==> src/rtl/wb_arbiter_pkg.sv <==
// Shared writeback-arbiter definitions: requester IDs, port/requester counts,
// datapath widths and the writeback payload layout.
package wb_arbiter_pkg;

  localparam int unsigned NUM_REQ   = 3;
  localparam int unsigned NUM_PORTS = 2;
  localparam int unsigned PREG_W    = 7;
  localparam int unsigned ROB_IDX_W = 6;
  localparam int unsigned XLEN      = 64;

  typedef enum logic [1:0] {
    REQ_ALU = 2'd0,
    REQ_MDU = 2'd1,
    REQ_LSU = 2'd2
  } req_id_e;

  typedef struct packed {
    logic                 need_to_wb;
    logic [PREG_W-1:0]    prd;
    logic [XLEN-1:0]      result;
    logic                 robidx_flag;
    logic [ROB_IDX_W-1:0] robidx;
  } wb_payload_t;

endpackage

==> src/rtl/rob_age_cmp.sv <==
// ROB age compare: flags cmp_* as younger than the reference point, taking the
// wrap flag into account. Shared with the issue queue and LSU.
module rob_age_cmp
  import wb_arbiter_pkg::*;
#(
  parameter int unsigned IDX_W = ROB_IDX_W
) (
  input  logic             ref_flag,
  input  logic [IDX_W-1:0] ref_idx,
  input  logic             cmp_flag,
  input  logic [IDX_W-1:0] cmp_idx,
  output logic             younger_c
);

  assign younger_c = (ref_flag ^ cmp_flag) ^ (ref_idx < cmp_idx);

endmodule

==> src/rtl/wb_arbiter.sv <==
// Writeback arbiter: up to two of {alu, mdu, lsu} per cycle onto two registered
// writeback ports; lsu has fixed priority, alu/mdu share a round-robin pointer.
module wb_arbiter
  import wb_arbiter_pkg::*;
(
  input  logic                 clock,
  input  logic                 reset_n,

  input  logic                 alu_valid,
  output logic                 alu_ready,
  input  logic                 alu_need_to_wb,
  input  logic [PREG_W-1:0]    alu_prd,
  input  logic [XLEN-1:0]      alu_result,
  input  logic                 alu_robidx_flag,
  input  logic [ROB_IDX_W-1:0] alu_robidx,

  input  logic                 mdu_valid,
  output logic                 mdu_ready,
  input  logic                 mdu_need_to_wb,
  input  logic [PREG_W-1:0]    mdu_prd,
  input  logic [XLEN-1:0]      mdu_result,
  input  logic                 mdu_robidx_flag,
  input  logic [ROB_IDX_W-1:0] mdu_robidx,

  input  logic                 lsu_valid,
  output logic                 lsu_ready,
  input  logic                 lsu_need_to_wb,
  input  logic [PREG_W-1:0]    lsu_prd,
  input  logic [XLEN-1:0]      lsu_result,
  input  logic                 lsu_robidx_flag,
  input  logic [ROB_IDX_W-1:0] lsu_robidx,

  output logic                 writeback0_valid,
  output logic                 writeback0_need_to_wb,
  output logic [PREG_W-1:0]    writeback0_prd,
  output logic [XLEN-1:0]      writeback0_result,
  output logic                 writeback0_robidx_flag,
  output logic [ROB_IDX_W-1:0] writeback0_robidx,

  output logic                 writeback1_valid,
  output logic                 writeback1_need_to_wb,
  output logic [PREG_W-1:0]    writeback1_prd,
  output logic [XLEN-1:0]      writeback1_result,
  output logic                 writeback1_robidx_flag,
  output logic [ROB_IDX_W-1:0] writeback1_robidx,

  input  logic                 flush_valid,
  input  logic                 flush_robidx_flag,
  input  logic [ROB_IDX_W-1:0] flush_robidx
);

  wb_payload_t            req_pl [NUM_REQ];
  logic [NUM_REQ-1:0]     req_valid;
  logic [NUM_REQ-1:0]     younger_c;
  logic [NUM_REQ-1:0]     kill_c;
  logic [NUM_REQ-1:0]     grant_c;

  logic                   rr_ptr_q, rr_ptr_d;
  logic                   contend_c;
  req_id_e                order_c    [NUM_REQ];
  req_id_e                port_sel_c [NUM_PORTS];
  logic [NUM_PORTS-1:0]   port_valid_d;
  logic [1:0]             fill_c;

  logic [NUM_PORTS-1:0]   port_valid_q;
  wb_payload_t            port_pl_q  [NUM_PORTS];

  assign req_valid = {lsu_valid, mdu_valid, alu_valid};
  assign req_pl[REQ_ALU] = {alu_need_to_wb, alu_prd, alu_result, alu_robidx_flag, alu_robidx};
  assign req_pl[REQ_MDU] = {mdu_need_to_wb, mdu_prd, mdu_result, mdu_robidx_flag, mdu_robidx};
  assign req_pl[REQ_LSU] = {lsu_need_to_wb, lsu_prd, lsu_result, lsu_robidx_flag, lsu_robidx};

  // Per-requester flush kill
  for (genvar i = 0; i < NUM_REQ; i++) begin : g_age
    rob_age_cmp #(.IDX_W(ROB_IDX_W)) u_age (
      .ref_flag  (flush_robidx_flag),
      .ref_idx   (flush_robidx),
      .cmp_flag  (req_pl[i].robidx_flag),
      .cmp_idx   (req_pl[i].robidx),
      .younger_c (younger_c[i])
    );
  end

  assign kill_c = {NUM_REQ{flush_valid}} & younger_c;

  // Grant selection and compaction of surviving grants onto ports in grant order
  always_comb begin
    grant_c       = '0;
    rr_ptr_d      = rr_ptr_q;
    port_valid_d  = '0;
    port_sel_c    = '{default: REQ_ALU};
    fill_c        = 2'd0;
    contend_c     = req_valid[REQ_LSU] & req_valid[REQ_ALU] & req_valid[REQ_MDU];

    grant_c[REQ_LSU] = req_valid[REQ_LSU];
    grant_c[REQ_ALU] = req_valid[REQ_ALU] & ~(contend_c &  rr_ptr_q);
    grant_c[REQ_MDU] = req_valid[REQ_MDU] & ~(contend_c & ~rr_ptr_q);
    if (contend_c) rr_ptr_d = ~rr_ptr_q;

    order_c[0] = REQ_LSU;
    order_c[1] = rr_ptr_q ? REQ_MDU : REQ_ALU;
    order_c[2] = rr_ptr_q ? REQ_ALU : REQ_MDU;

    for (int unsigned k = 0; k < NUM_REQ; k++) begin
      if (grant_c[order_c[k]] && !kill_c[order_c[k]]) begin
        if (fill_c == 2'd0) begin
          port_valid_d[0] = 1'b1;
          port_sel_c[0]   = order_c[k];
        end else if (fill_c == 2'd1) begin
          port_valid_d[1] = 1'b1;
          port_sel_c[1]   = order_c[k];
        end
        fill_c = fill_c + 2'd1;
      end
    end
  end

  assign alu_ready = grant_c[REQ_ALU] & reset_n;
  assign mdu_ready = grant_c[REQ_MDU] & reset_n;
  assign lsu_ready = grant_c[REQ_LSU] & reset_n;

  // Port registers; payload only moves on a surviving grant
  always_ff @(posedge clock or negedge reset_n) begin
    if (!reset_n) begin
      rr_ptr_q     <= 1'b0;
      port_valid_q <= '0;
      for (int unsigned p = 0; p < NUM_PORTS; p++) port_pl_q[p] <= '0;
    end else begin
      rr_ptr_q     <= rr_ptr_d;
      port_valid_q <= port_valid_d;
      for (int unsigned p = 0; p < NUM_PORTS; p++) begin
        if (port_valid_d[p]) port_pl_q[p] <= req_pl[port_sel_c[p]];
      end
    end
  end

  assign writeback0_valid       = port_valid_q[0];
  assign writeback0_need_to_wb  = port_pl_q[0].need_to_wb;
  assign writeback0_prd         = port_pl_q[0].prd;
  assign writeback0_result      = port_pl_q[0].result;
  assign writeback0_robidx_flag = port_pl_q[0].robidx_flag;
  assign writeback0_robidx      = port_pl_q[0].robidx;

  assign writeback1_valid       = port_valid_q[1];
  assign writeback1_need_to_wb  = port_pl_q[1].need_to_wb;
  assign writeback1_prd         = port_pl_q[1].prd;
  assign writeback1_result      = port_pl_q[1].result;
  assign writeback1_robidx_flag = port_pl_q[1].robidx_flag;
  assign writeback1_robidx      = port_pl_q[1].robidx;

endmodule

==> config.mk <==
export PLATFORM = sky130hd
export DESIGN_NAME = wb_arbiter
export DESIGN_NICKNAME = d
export VERILOG_FILES = /design/src/rtl/wb_arbiter_pkg.sv /design/src/rtl/rob_age_cmp.sv /design/src/rtl/wb_arbiter.sv
export SDC_FILE = /design/constraint.sdc
export NUM_CORES = 1
export LEC_CHECK = 0
export BUFFER_PORTS_ARGS = -buffer_cell sky130_fd_sc_hd__clkbuf_2
export CAP_MARGIN = 20
export CELL_PAD_IN_SITES_DETAIL_PLACEMENT = 1
export CELL_PAD_IN_SITES_GLOBAL_PLACEMENT = 1
export CORE_ASPECT_RATIO = 0.75
export CORE_MARGIN = 3
export CORE_UTILIZATION = 40
export DETAILED_ROUTE_END_ITERATION = 6
export PLACE_DENSITY = 0.84
export SYNTH_ARGS = -nofsm -noshare
export SYNTH_HDL_FRONTEND = slang
export SYNTH_HIERARCHICAL = 1
export SYNTH_SLANG_ARGS = --single-unit
==> constraint.sdc <==
create_clock -name clock -period 6.8 [get_ports clock]
set_input_delay 2.04 -clock clock [delete_from_list [all_inputs] [get_ports clock]]
set_output_delay 2.04 -clock clock [all_outputs]
set_load 0.02 [all_outputs]
==> reports/qor.csv <==
metric,value,unit
aggregate negative setup slack,0,ps
"Arr. time, crit path",6170,ps
Reg area,4030,um2
GPL Wtd Cong,0.838,
status,"complete, no violations",
worst slew pin tran,1160,ps
final worst path period need,5830,ps
Cells after Synth,1351,
CTS root buf,clkbuf_16,
Worst EP required,7140,ps
Worst Clk Skew,7.30,ps
Fillers,3476,
final setup violation count,0,
Max IR drop VDD,0.247,mV
clock share of power,0.177,
DIE WIDTH,205,um
Critical path origin,mdu_robidx[3],
Compound-Gate Fraction of Synth Area,0.205,
cts repair resizes,0,
Layout area overhead,23.6,%
CP Cell Sequence,"clkbuf_2, inv_1, ha_1, a21oi_1, o221ai_2, xnor2_1, a21boi_4, and2_4, a21oi_1, ha_4, buf_4, buf_4, nor3_1, or3_1, o21ai_0",
Syn Nets,1619,
I/O Buffers,412,
post-DP HPWL,32.5,mm
Worst path max stage delay,710,ps
max-cap check violation count,0,
YS warnings,6,
final period utilization,0.858,
CP endpoint kind,register,
Comb power frac,0.533,
Int Pwr,3.08,mW
multi-input combinational cell area,7180,um2
DIE HEIGHT,155,um
initial antenna violation count,7,
largest net degree at the start of global routing,120,
Final ANT Viol Nets,0,
Post-Layout Cell Count,2057,
clock latency on the worst-skew pair,440,ps
Max-slew headroom,0.229,
leakage,7.04,nW
CTS tree,done,
die area,31700,um2
Net Sw Power,2.87,mW
Top delay family on crit path,buffers and inverters,
Crit Path Category,in2reg,
Synth Area in Simple Gates,0.234,
# nets final,1923,
share of layout cells above drive strength 1,0.291,
drt wl/cell,23.8,um
Crit Path Max Fanout,87,
vias,12800,
Hold WC Path Type,reg2reg,
placed cells,2021,
XOR/XNOR Fraction of Synth Area,0.00518,
Row Count,53,
HP Start,writeback1_robidx[4],
mux cell area share after synthesis,0.134,
unique cell type count in the Yosys netlist,37,
CP startpoint kind,primary input,
largest buffer count on any clock path,2,
cell area after synthesis,11800,um2
global route overflow,0,
Ports,413,
Post-CTS Setup Repair Bufs,0,
"Clk pin slew, worst setup/hold paths",60,ps
reg2reg start,rr_ptr_q,
crit path buf inv count,4,
async set-or-reset flop fraction in the synthesized netlist,1.00,
Crit-path slowest cell,buf_4,
vias in the first global route,13200,
TritonCTS buffer count,17,
Post-synth EDFFs,0,
# DRC,0,
Sw Share,0.482,
Seq cells post-synth,161,
Adder-Cell Fraction of Synth Area,0.0190,
unrepaired setup endpoints after global routing,false,
Fin. Hold Viols,0,
Highest Clock Rate,171,MHz
GRT Util Overall,0.300,
hold_buf cts,0,
ys flop type,dfrtp_1,
H-Tree Depth,4,
Starting DRT DRC Count,733,
initial core utilization,0.414,
drt total wl,48.9,mm
first-pass GRT wire length,75.9,mm
largest family of logic cells by synthesized area,simple AND/OR/NAND/NOR gates,
sequential share of power,0.290,
pwr dens,407,nW/um2
Vias/cell,6.20,
Avg Inst Size Synth,8.76,um2
CORE AREA,28600,um2
First-pass DRT Iterations,6,
post-synthesis sequential area ratio,0.340,
Pins Over Slew Limit,0,
clock sinks,161,
## kinds of logic after synthesis
kind of cell / count (synthesis)
buf+inv: 168
simple gates: 494
xor+xnor: 7
compound gates: 344
fa+ha+maj: 18
mux: 159
flops: 161
## layout by cell type (no fill, tap or decap), types with 81 or more instances in the layout
cell type  netlist  final
nor3_1         158    158
and2_1          83     81
o21ai_0        114    114
nand2_1         87     86
clkbuf_2         0    411
mux2i_1        159    158
dfrtp_1        161    161
## tightest hold or removal path, delay by kind of cell, from the launching register on
family	cells	cell delay, ps
flops	1	340
compound gates	1	60
simple gates	1	40
## cells in the mapped netlist, types with 11 or more instances
| cell type | instances | share of area |
|---|---|---|
| nand3b_1 | 79 | 0.050 |
| buf_2 | 37 | 0.016 |
| nor3_1 | 158 | 0.067 |
| dfrtp_1 | 161 | 0.34 |
| or3_1 | 79 | 0.042 |
| o21ai_0 | 114 | 0.048 |
| ha_1 | 18 | 0.019 |
| mux2i_1 | 159 | 0.13 |
| and2_1 | 83 | 0.044 |
| o311ai_0 | 79 | 0.058 |
| o221ai_1 | 79 | 0.058 |
| clkbuf_1 | 87 | 0.028 |
| o21ai_1 | 45 | 0.019 |
| buf_1 | 11 | 0.0035 |
| inv_1 | 20 | 0.0063 |
| nand2_1 | 87 | 0.028 |
## path summary, 6_finish.rpt
path                                    endpoint  slack [ps]  depth (start not counted)
max                         writeback0_result[3]         970                         15
min                         writeback1_robidx[4]         480                          2
max reg2reg                 writeback0_result[3]        3170                          8
min reg2reg                 writeback1_robidx[4]         480                          2
max in group asynchronous  writeback0_result[58]        3870                          2
min in group asynchronous  writeback0_result[13]        1590                          1
## registers in the layout (all words and copies together), names as in the netlist
| register | flops |
|---|---|
| writeback0_result | 64 |
| writeback1_robidx | 6 |
| port_valid_q | 2 |
| writeback0_robidx | 6 |
| writeback1_need_to_wb | 1 |
| writeback1_robidx_flag | 1 |
| writeback0_need_to_wb | 1 |
| writeback0_robidx_flag | 1 |
| writeback1_prd | 7 |
| writeback1_result | 64 |
| writeback0_prd | 7 |
| rr_ptr_q | 1 |
## metrics by stage
stage	setup WS (ps)	cell area, um2	util	total power, mW	hold slack, ps
floorplan	1370	11800	-	3.73	582
global placement	764	14000	0.490	4.78	460
detailed placement	587	14000	0.490	4.90	475
CTS	1010	14600	0.512	5.98	490
global route	591	14600	0.512	6.34	510
finish	967	14600	0.512	5.95	484
## per-layer routing
| metal | GRT usage | wire (um) | vias up |
|---|---|---|---|
| li1 | - | - | 5731 |
| met5 | 0 | 35 | - |
| met2 | 0.497 | 23300 | 542 |
| met3 | 0.0684 | 3830 | 80 |
| met4 | 0.0946 | 1240 | 6 |
| met1 | 0.391 | 20500 | 6395 |
## layout make-up
class                   instances  area share
clock buffers                  20      0.0319
clock inverters                12      0.0107
inverters                      20     0.00513
diodes                          4    0.000684
well taps                     385      0.0329
multi-input cells            1022       0.491
flip-flops and latches        161       0.275
repair buffers                433       0.153
## power groups by stage
stage / registers [mW] / logic (mW) / clock network (mW)
2_1_floorplan: 2.22 / 1.51 / 0
4_1_cts: 1.72 / 3.18 / 1.08
6_report: 1.73 / 3.17 / 1.05
5_1_grt: 1.78 / 3.45 / 1.12
3_5_place_dp: 1.73 / 3.17 / 0
3_3_place_gp: 1.71 / 3.07 / 0
Power figures use the tool's default switching activity.
